`config.mk`:
```
export PLATFORM = sky130hd
export DESIGN_NAME = jtpinpon_obj_linebuf_flat
export DESIGN_NICKNAME = d
export VERILOG_FILES = /design/src/rtl/jtpinpon_obj_pkg.sv /design/src/rtl/jtpinpon_obj_linebuf_if.sv /design/src/rtl/jtpinpon_obj_lbank.sv /design/src/rtl/jtpinpon_obj_linebuf.sv /design/src/flat_wrapper.sv
export SDC_FILE = /design/constraint.sdc
export NUM_CORES = 2
export LEC_CHECK = 0
export CAP_MARGIN = 10
export CORE_AREA = 2 2 400 402
export DETAILED_ROUTE_END_ITERATION = 7
export DIE_AREA = 0 0 402 404
export HOLD_SLACK_MARGIN = 0.06
export PLACE_DENSITY = 0.76
export REMOVE_ABC_BUFFERS = 1
export SLEW_MARGIN = 20
export SYNTH_ARGS = -nofsm -noshare
export SYNTH_HDL_FRONTEND = slang
export SYNTH_SLANG_ARGS = --single-unit
```
`constraint.sdc`:
```
create_clock -name clk -period 3.2 [get_ports clk]
set_input_delay 0.64 -clock clk [delete_from_list [all_inputs] [get_ports clk]]
set_output_delay 0.64 -clock clk [all_outputs]
set_load 0.005 [all_outputs]
```
`src/rtl/jtpinpon_obj_pkg.sv`:
```
// Shared constants and types for the object line buffer slice.
package jtpinpon_obj_pkg;
   localparam int         OBJ_AW     = 8;
   localparam int         OBJ_DW     = 4;
   localparam logic [3:0] OBJ_TRANSP = 4'd0;

   typedef logic [3:0] obj_pxl_t;

   typedef enum logic {
      WR_IDLE = 1'b0,
      WR_RMW  = 1'b1
   } wr_state_e;
endpackage

```
`src/rtl/jtpinpon_obj_linebuf_if.sv`:
```
// Video timing, draw-engine write strobe and pixel output of the object line buffer.
interface jtpinpon_obj_linebuf_if #(
   parameter int AW = jtpinpon_obj_pkg::OBJ_AW,
   parameter int DW = jtpinpon_obj_pkg::OBJ_DW
);
   logic          pxl_cen;
   logic          hinit;
   logic          LHBL;
   logic [8:0]    hdump;
   logic          wr_en;
   logic [AW-1:0] wr_addr;
   logic [DW-1:0] wr_data;
   logic [DW-1:0] pxl;

   modport master (
      output pxl_cen, hinit, LHBL, hdump, wr_en, wr_addr, wr_data,
      input  pxl
   );

   modport slave (
      input  pxl_cen, hinit, LHBL, hdump, wr_en, wr_addr, wr_data,
      output pxl
   );
endinterface

```
`src/rtl/jtpinpon_obj_lbank.sv`:
```
// One line bank: port A serves draw writes and read-back, port B serves beam read and erase.
module jtpinpon_obj_lbank
   import jtpinpon_obj_pkg::*;
#(
   parameter int AW = OBJ_AW,
   parameter int DW = OBJ_DW
)(
   input  logic          clk,
   input  logic          a_we,
   input  logic [AW-1:0] a_addr,
   input  logic [DW-1:0] a_din,
   output logic [DW-1:0] a_dout,
   input  logic          b_re,
   input  logic          b_we,
   input  logic [AW-1:0] b_addr,
   output logic [DW-1:0] b_dout
);
   logic [DW-1:0] mem [2**AW];
   logic [DW-1:0] a_dout_q;
   logic [DW-1:0] b_dout_q;

   // Contents are deliberately not reset; the erase pass cleans each bank.
   always_ff @(posedge clk) begin
      if (a_we) mem[a_addr] <= a_din;
      if (b_we) mem[b_addr] <= DW'(OBJ_TRANSP);
      a_dout_q <= mem[a_addr];
      if (b_re) b_dout_q <= mem[b_addr];
   end

   assign a_dout = a_dout_q;
   assign b_dout = b_dout_q;
endmodule

```
`src/rtl/jtpinpon_obj_linebuf.sv`:
```
// Double-buffered object line buffer: draw into one bank while the other is scanned and erased.
// Define JTPINPON_OBJBUF_PRIO_EN for first-drawn-wins (read-modify-write) drawing.
module jtpinpon_obj_linebuf
   import jtpinpon_obj_pkg::*;
#(
   parameter int AW = OBJ_AW,
   parameter int DW = OBJ_DW
)(
   input logic                  clk,
   input logic                  rst,
   jtpinpon_obj_linebuf_if.slave bus
);
   logic          line_q,       line_d;
   logic          rd_bank_q,    rd_bank_d;
   logic [DW-1:0] pxl_q,        pxl_d;
   logic          erase_q,      erase_d;
   logic [AW-1:0] erase_addr_q, erase_addr_d;
   logic          erase_bank_q, erase_bank_d;

   logic [AW-1:0] rd_addr;
   logic [AW-1:0] b_addr;
   logic          wr_fire;
   logic          wr_bank;
   logic [AW-1:0] a_addr;
   logic [DW-1:0] a_din;
   logic [DW-1:0] a_dout [2];
   logic [DW-1:0] b_dout [2];
   logic [8-AW:0] unused_hdump;

   assign rd_addr      = bus.hdump[AW-1:0];
   assign unused_hdump = bus.hdump[8:AW];
   assign b_addr       = erase_q ? erase_addr_q : rd_addr;
   assign bus.pxl      = pxl_q;

   // rd_bank_q remembers which bank's port B holds the sample issued on the last pxl_cen.
   always_comb begin
      line_d       = line_q ^ bus.hinit;
      rd_bank_d    = rd_bank_q;
      pxl_d        = pxl_q;
      erase_d      = bus.pxl_cen & bus.LHBL;
      erase_addr_d = rd_addr;
      erase_bank_d = ~line_q;
      if (bus.pxl_cen) begin
         rd_bank_d = ~line_q;
         pxl_d     = bus.LHBL ? b_dout[rd_bank_q] : DW'(OBJ_TRANSP);
      end
   end

   always_ff @(posedge clk or posedge rst) begin
      if (rst) begin
         line_q       <= 1'b0;
         rd_bank_q    <= 1'b0;
         pxl_q        <= '0;
         erase_q      <= 1'b0;
         erase_addr_q <= '0;
         erase_bank_q <= 1'b0;
      end else begin
         line_q       <= line_d;
         rd_bank_q    <= rd_bank_d;
         pxl_q        <= pxl_d;
         erase_q      <= erase_d;
         erase_addr_q <= erase_addr_d;
         erase_bank_q <= erase_bank_d;
      end
   end

`ifdef JTPINPON_OBJBUF_PRIO_EN
   wr_state_e     wr_st_q,   wr_st_d;
   logic [AW-1:0] wr_addr_q, wr_addr_d;
   logic [DW-1:0] wr_data_q, wr_data_d;
   logic          wr_bank_q, wr_bank_d;

   // Both banks are read on port A every clk; the RMW stage checks the one it captured.
   always_comb begin
      wr_st_d   = wr_st_q;
      wr_addr_d = wr_addr_q;
      wr_data_d = wr_data_q;
      wr_bank_d = wr_bank_q;
      wr_fire   = 1'b0;
      wr_bank   = wr_bank_q;
      a_addr    = bus.wr_addr;
      a_din     = wr_data_q;
      case (wr_st_q)
         WR_IDLE: begin
            if (bus.wr_en) begin
               wr_st_d   = WR_RMW;
               wr_addr_d = bus.wr_addr;
               wr_data_d = bus.wr_data;
               wr_bank_d = line_q;
            end
         end
         WR_RMW: begin
            a_addr  = wr_addr_q;
            wr_fire = (a_dout[wr_bank_q] == DW'(OBJ_TRANSP)) &&
                      (wr_data_q != DW'(OBJ_TRANSP));
            wr_st_d = WR_IDLE;
         end
         default: wr_st_d = WR_IDLE;
      endcase
   end

   always_ff @(posedge clk or posedge rst) begin
      if (rst) begin
         wr_st_q   <= WR_IDLE;
         wr_addr_q <= '0;
         wr_data_q <= '0;
         wr_bank_q <= 1'b0;
      end else begin
         wr_st_q   <= wr_st_d;
         wr_addr_q <= wr_addr_d;
         wr_data_q <= wr_data_d;
         wr_bank_q <= wr_bank_d;
      end
   end

   a_no_wr_in_rmw: assert property (@(posedge clk) disable iff (rst)
      !((wr_st_q == WR_RMW) && bus.wr_en));
`else
   logic [2*DW-1:0] unused_rdback;

   assign wr_fire       = bus.wr_en && (bus.wr_data != DW'(OBJ_TRANSP));
   assign wr_bank       = line_q;
   assign a_addr        = bus.wr_addr;
   assign a_din         = bus.wr_data;
   assign unused_rdback = {a_dout[1], a_dout[0]};
`endif

   for (genvar i = 0; i < 2; i++) begin : g_bank
      logic sel_wr;
      logic sel_rd;
      logic sel_er;

      assign sel_wr = (wr_bank == 1'(i));
      assign sel_rd = (line_q != 1'(i));
      assign sel_er = (erase_bank_q == 1'(i));

      jtpinpon_obj_lbank #(
         .AW(AW),
         .DW(DW)
      ) u_bank (
         .clk    (clk),
         .a_we   (wr_fire & sel_wr),
         .a_addr (a_addr),
         .a_din  (a_din),
         .a_dout (a_dout[i]),
         .b_re   (bus.pxl_cen & sel_rd),
         .b_we   (erase_q & sel_er),
         .b_addr (b_addr),
         .b_dout (b_dout[i])
      );
   end
endmodule

```
`src/flat_wrapper.sv`:
```
// flat-port wrapper written by rule: the top's interface ports become plain ports
module jtpinpon_obj_linebuf_flat import jtpinpon_obj_pkg::*;
#(
   parameter int AW = OBJ_AW,
   parameter int DW = OBJ_DW
)
  (clk, rst, bus_pxl_cen, bus_hinit, bus_LHBL, bus_hdump, bus_wr_en, bus_wr_addr, bus_wr_data, bus_pxl);
  jtpinpon_obj_linebuf_if #(.AW(AW), .DW(DW)) bus_i ();
  input logic clk;
  input logic rst;
  input wire logic [$bits(bus_i.pxl_cen)-1:0] bus_pxl_cen;
  input wire logic [$bits(bus_i.hinit)-1:0] bus_hinit;
  input wire logic [$bits(bus_i.LHBL)-1:0] bus_LHBL;
  input wire logic [$bits(bus_i.hdump)-1:0] bus_hdump;
  input wire logic [$bits(bus_i.wr_en)-1:0] bus_wr_en;
  input wire logic [$bits(bus_i.wr_addr)-1:0] bus_wr_addr;
  input wire logic [$bits(bus_i.wr_data)-1:0] bus_wr_data;
  output wire logic [$bits(bus_i.pxl)-1:0] bus_pxl;
  assign bus_i.pxl_cen = bus_pxl_cen;
  assign bus_i.hinit = bus_hinit;
  assign bus_i.LHBL = bus_LHBL;
  assign bus_i.hdump = bus_hdump;
  assign bus_i.wr_en = bus_wr_en;
  assign bus_i.wr_addr = bus_wr_addr;
  assign bus_i.wr_data = bus_wr_data;
  assign bus_pxl = bus_i.pxl;
  jtpinpon_obj_linebuf #(.AW(AW), .DW(DW)) u_core (.clk(clk), .rst(rst), .bus(bus_i));
endmodule
```
==> flow_summary.ini <==
[run_status]
outcome = finished with violations
violations = DRC, setup timing

[critical_path]
max_stage_delay_ns = 0.52
reg2regPathDepth = 13
startpoint_type = flip-flop
cp_max_fo = 8
crit_path_end_kind = flip-flop
cp.arrival_ns = 4.06
crit_type = reg -> reg
required_ns = 3.80
path_cells = mux2i_4 > buf_12 > buf_4 > buf_16 > buf_12 > buf_16 > mux4_2 > a22oi_1 > nand4_1 > o21ai_1 > buf_4 > o31a_1 > o2111ai_1
slowest_stage = mux4_2

[placed_design]
dp_cells = 13870
place.gp.congestion = 0.9956
hpwl_um = 220700
dpl_worst_slack_ns = -1.240
place_area_um2 = 100300
io_buffers = 29

[die]
io_pins = 31
die_y_um = 404
die-width_um = 402
rows = 146
core-area_um2 = 157800
start_util_pct = 59.77
die_area_um2 = 162400

[logic_synthesis]
yosysSeqAreaShare_pct = 44.14
ys_ff_latch = 2072
yosysTopAreaCell = dfxtp_1
synthMostInstantiatedCell = nand2_1
async_flop_share_pct = 0.7722
synth_edf_count = 8
yosysUniqueCellTypes = 47
synth_warnings = 0
yosys-top-cells-count = nand2_1 (2982), a21oi_1 (2052), dfxtp_1 (2048)
synth_top_area_share_pct = 43.46
syn_area_um2 = 94330
synth_ff_type = dfxtp_1
avgSynthCellArea_um2 = 7.690
synthTopCellsByArea = dfxtp_1 (43%), nand2_1 (12%), a21oi_1 (11%), mux4_2 (8.4%), nand3_1 (7.2%)
netlist_instances = 12270

[finish]
fin_cells = 14310
post-route-util_pct = 69.06
nets = 12100
design_area_um2 = 109000
drive_above_1_share_pct = 12.12
fill_cells = 12220
area_growth_pct = 15.54

[drt]
avgViaCountPerCell = 6.755
drt-total-wl_um = 351900
dr.pass1.iters = 8
post-route-drc-count = 1
drt-initial-drc-count = 15960
ant_nets = 0
wl_per_cell_um = 24.58
vias = 96690

[timing]
rsz0062_at_grt = true
hold_viol = 0
max_freq_mhz = 288.4
setup_violations = 8
fin_setup_tns_ns = -1.498
timing.final.ws_setup_ns = -0.2674
drv_slew = 0
worst_clock_skew_ns = 0.03564
tightest_slew_ns = 1.126
hold_ws_ns = 0.2493
layout_min_cycle_time_ns = 3.467
relSlewSlack_pct = 24.93
finalCritPeriodShare_pct = 108.4

[clocking]
htreeDepth = 4
cts_tree = yes
clk_latency_ns = 0.88
root_buffer = clkbuf_16
path_clk_slew_ns = 0.06
hold_buffers = 0
clockBufferDepth = 3
cts_sinks = 2072
cts_made_buffers = 204

[grt]
grt_max_degree = 164
grt_pass1_vias = 90160
grt_usage_pct = 41.39
overflow = 0
grt_pass1_wl_um = 523800
antenna_found_initial = 15

[worst_hold_path]
hold_path.class = in -> async

[power]
power.density_nw_per_um2 = 549.4
finalPower_mw = 59.88
p_leak_nw = 35.92
peakVddDrop_uv = 552.3

[job]
drv_cap = 0
==> flip-flops by register name, indices dropped and copies added (netlist names) <==
register	count
u_core.bus.pxl	4
u_core.g_bank.sel_rd	1
u_core.erase_addr_q	8
u_core.erase_q	1
u_core.g_bank.u_bank.mem	2048
u_core.g_bank.u_bank.b_dout	8
u_core.rd_bank_q	1
u_core.erase_bank_q	1
==> critical path: cells and delay by family, from the launching register on <==
family	cells	cell delay [ns]
buf+inv	6	0.91
simple gates	1	0.26
compound gates	4	0.77
mux	2	0.80
flops	1	0.45
==> cell families (layout without fill, tap and decap cells) <==
family                    count (synthesis)  after routing  share of synthesized area, %
and+or+nand+nor                        5341           5341                         23.61
AOI/OAI and AO/OA                      3394           3394                         19.02
buffers and inverters                  1080           1048                         4.508
other                                     0              6                             0
DFF                                    2072           2072                         44.14
xor gates and xnor gates                  1              1                      0.009286
muxes                                   379            379                         8.706
==> where the power goes <==
part | switching [mW] | internal (mW)
clock network | 10.8 | 14.6
registers | 0.868 | 27.1
logic | 3.98 | 2.52
==> metal layers <==
metal  global-route usage, %  wire, um
met1                   52.16    126600
met2                   62.43    151000
met3                   10.66     47830
met4                   28.36     26380
met5                       0        80
==> layout make-up <==
cell class / count / area, um^2 / area share, %
Clock buffer: 299 / 6071 / 5.570
Sequential cell: 2072 / 41640 / 38.21
Inverter: 13 / 48.80 / 0.04477
Clock inverter: 74 / 952.2 / 0.8736
Antenna cell: 6 / 15.01 / 0.01378
Timing Repair Buffer: 662 / 8284 / 7.601
Multi-Input combinational cell: 9115 / 49390 / 45.31
Tap cell: 2072 / 2592 / 2.379
==> final timing paths <==
| kind | startpoint | endpoint | slack (ns) |
|---|---|---|---|
| max | u_core.erase_q | u_core.g_bank[1].u_bank.b_dout[2] | -0.27 |
| min | rst | u_core.bus.pxl[3] | 0.25 |
| max reg2reg | u_core.erase_q | u_core.g_bank[1].u_bank.b_dout[2] | -0.27 |
| min reg2reg | u_core.g_bank[1].u_bank.mem[40][3] | u_core.g_bank[1].u_bank.mem[40][3] | 0.45 |
| max in group asynchronous | rst | u_core.erase_q | 2.34 |
| min in group clk | bus_hdump[5] | u_core.erase_addr_q[5] | 0.34 |
==> placed cells by master, fill, tap and decap left out, drive strengths merged, types with 25 or more instances in the layout <==
master / n
nand2: 2982
a21oi: 2052
dfxtp: 2048
nand3: 1352
o21ai: 1032
nor2: 802
buf: 621
mux4: 352
clkbuf: 308
a22oi: 160
nand4: 137
a311oi: 48
clkinv: 44
and3: 32
clkdlybuf4s50: 25
==> repair_timing <==
| item | CTS | global route |
|---|---|---|
| resized for setup | 75 | 46 |
| pin swaps | 19 | 28 |
| gates cloned | 14 | 8 |
| endpoints found under the setup margin | 8 | 8 |
| buffers inserted | 19 | 28 |
| hold endpoints to repair | 0 | 0 |
(Power assumes the default switching activity.)
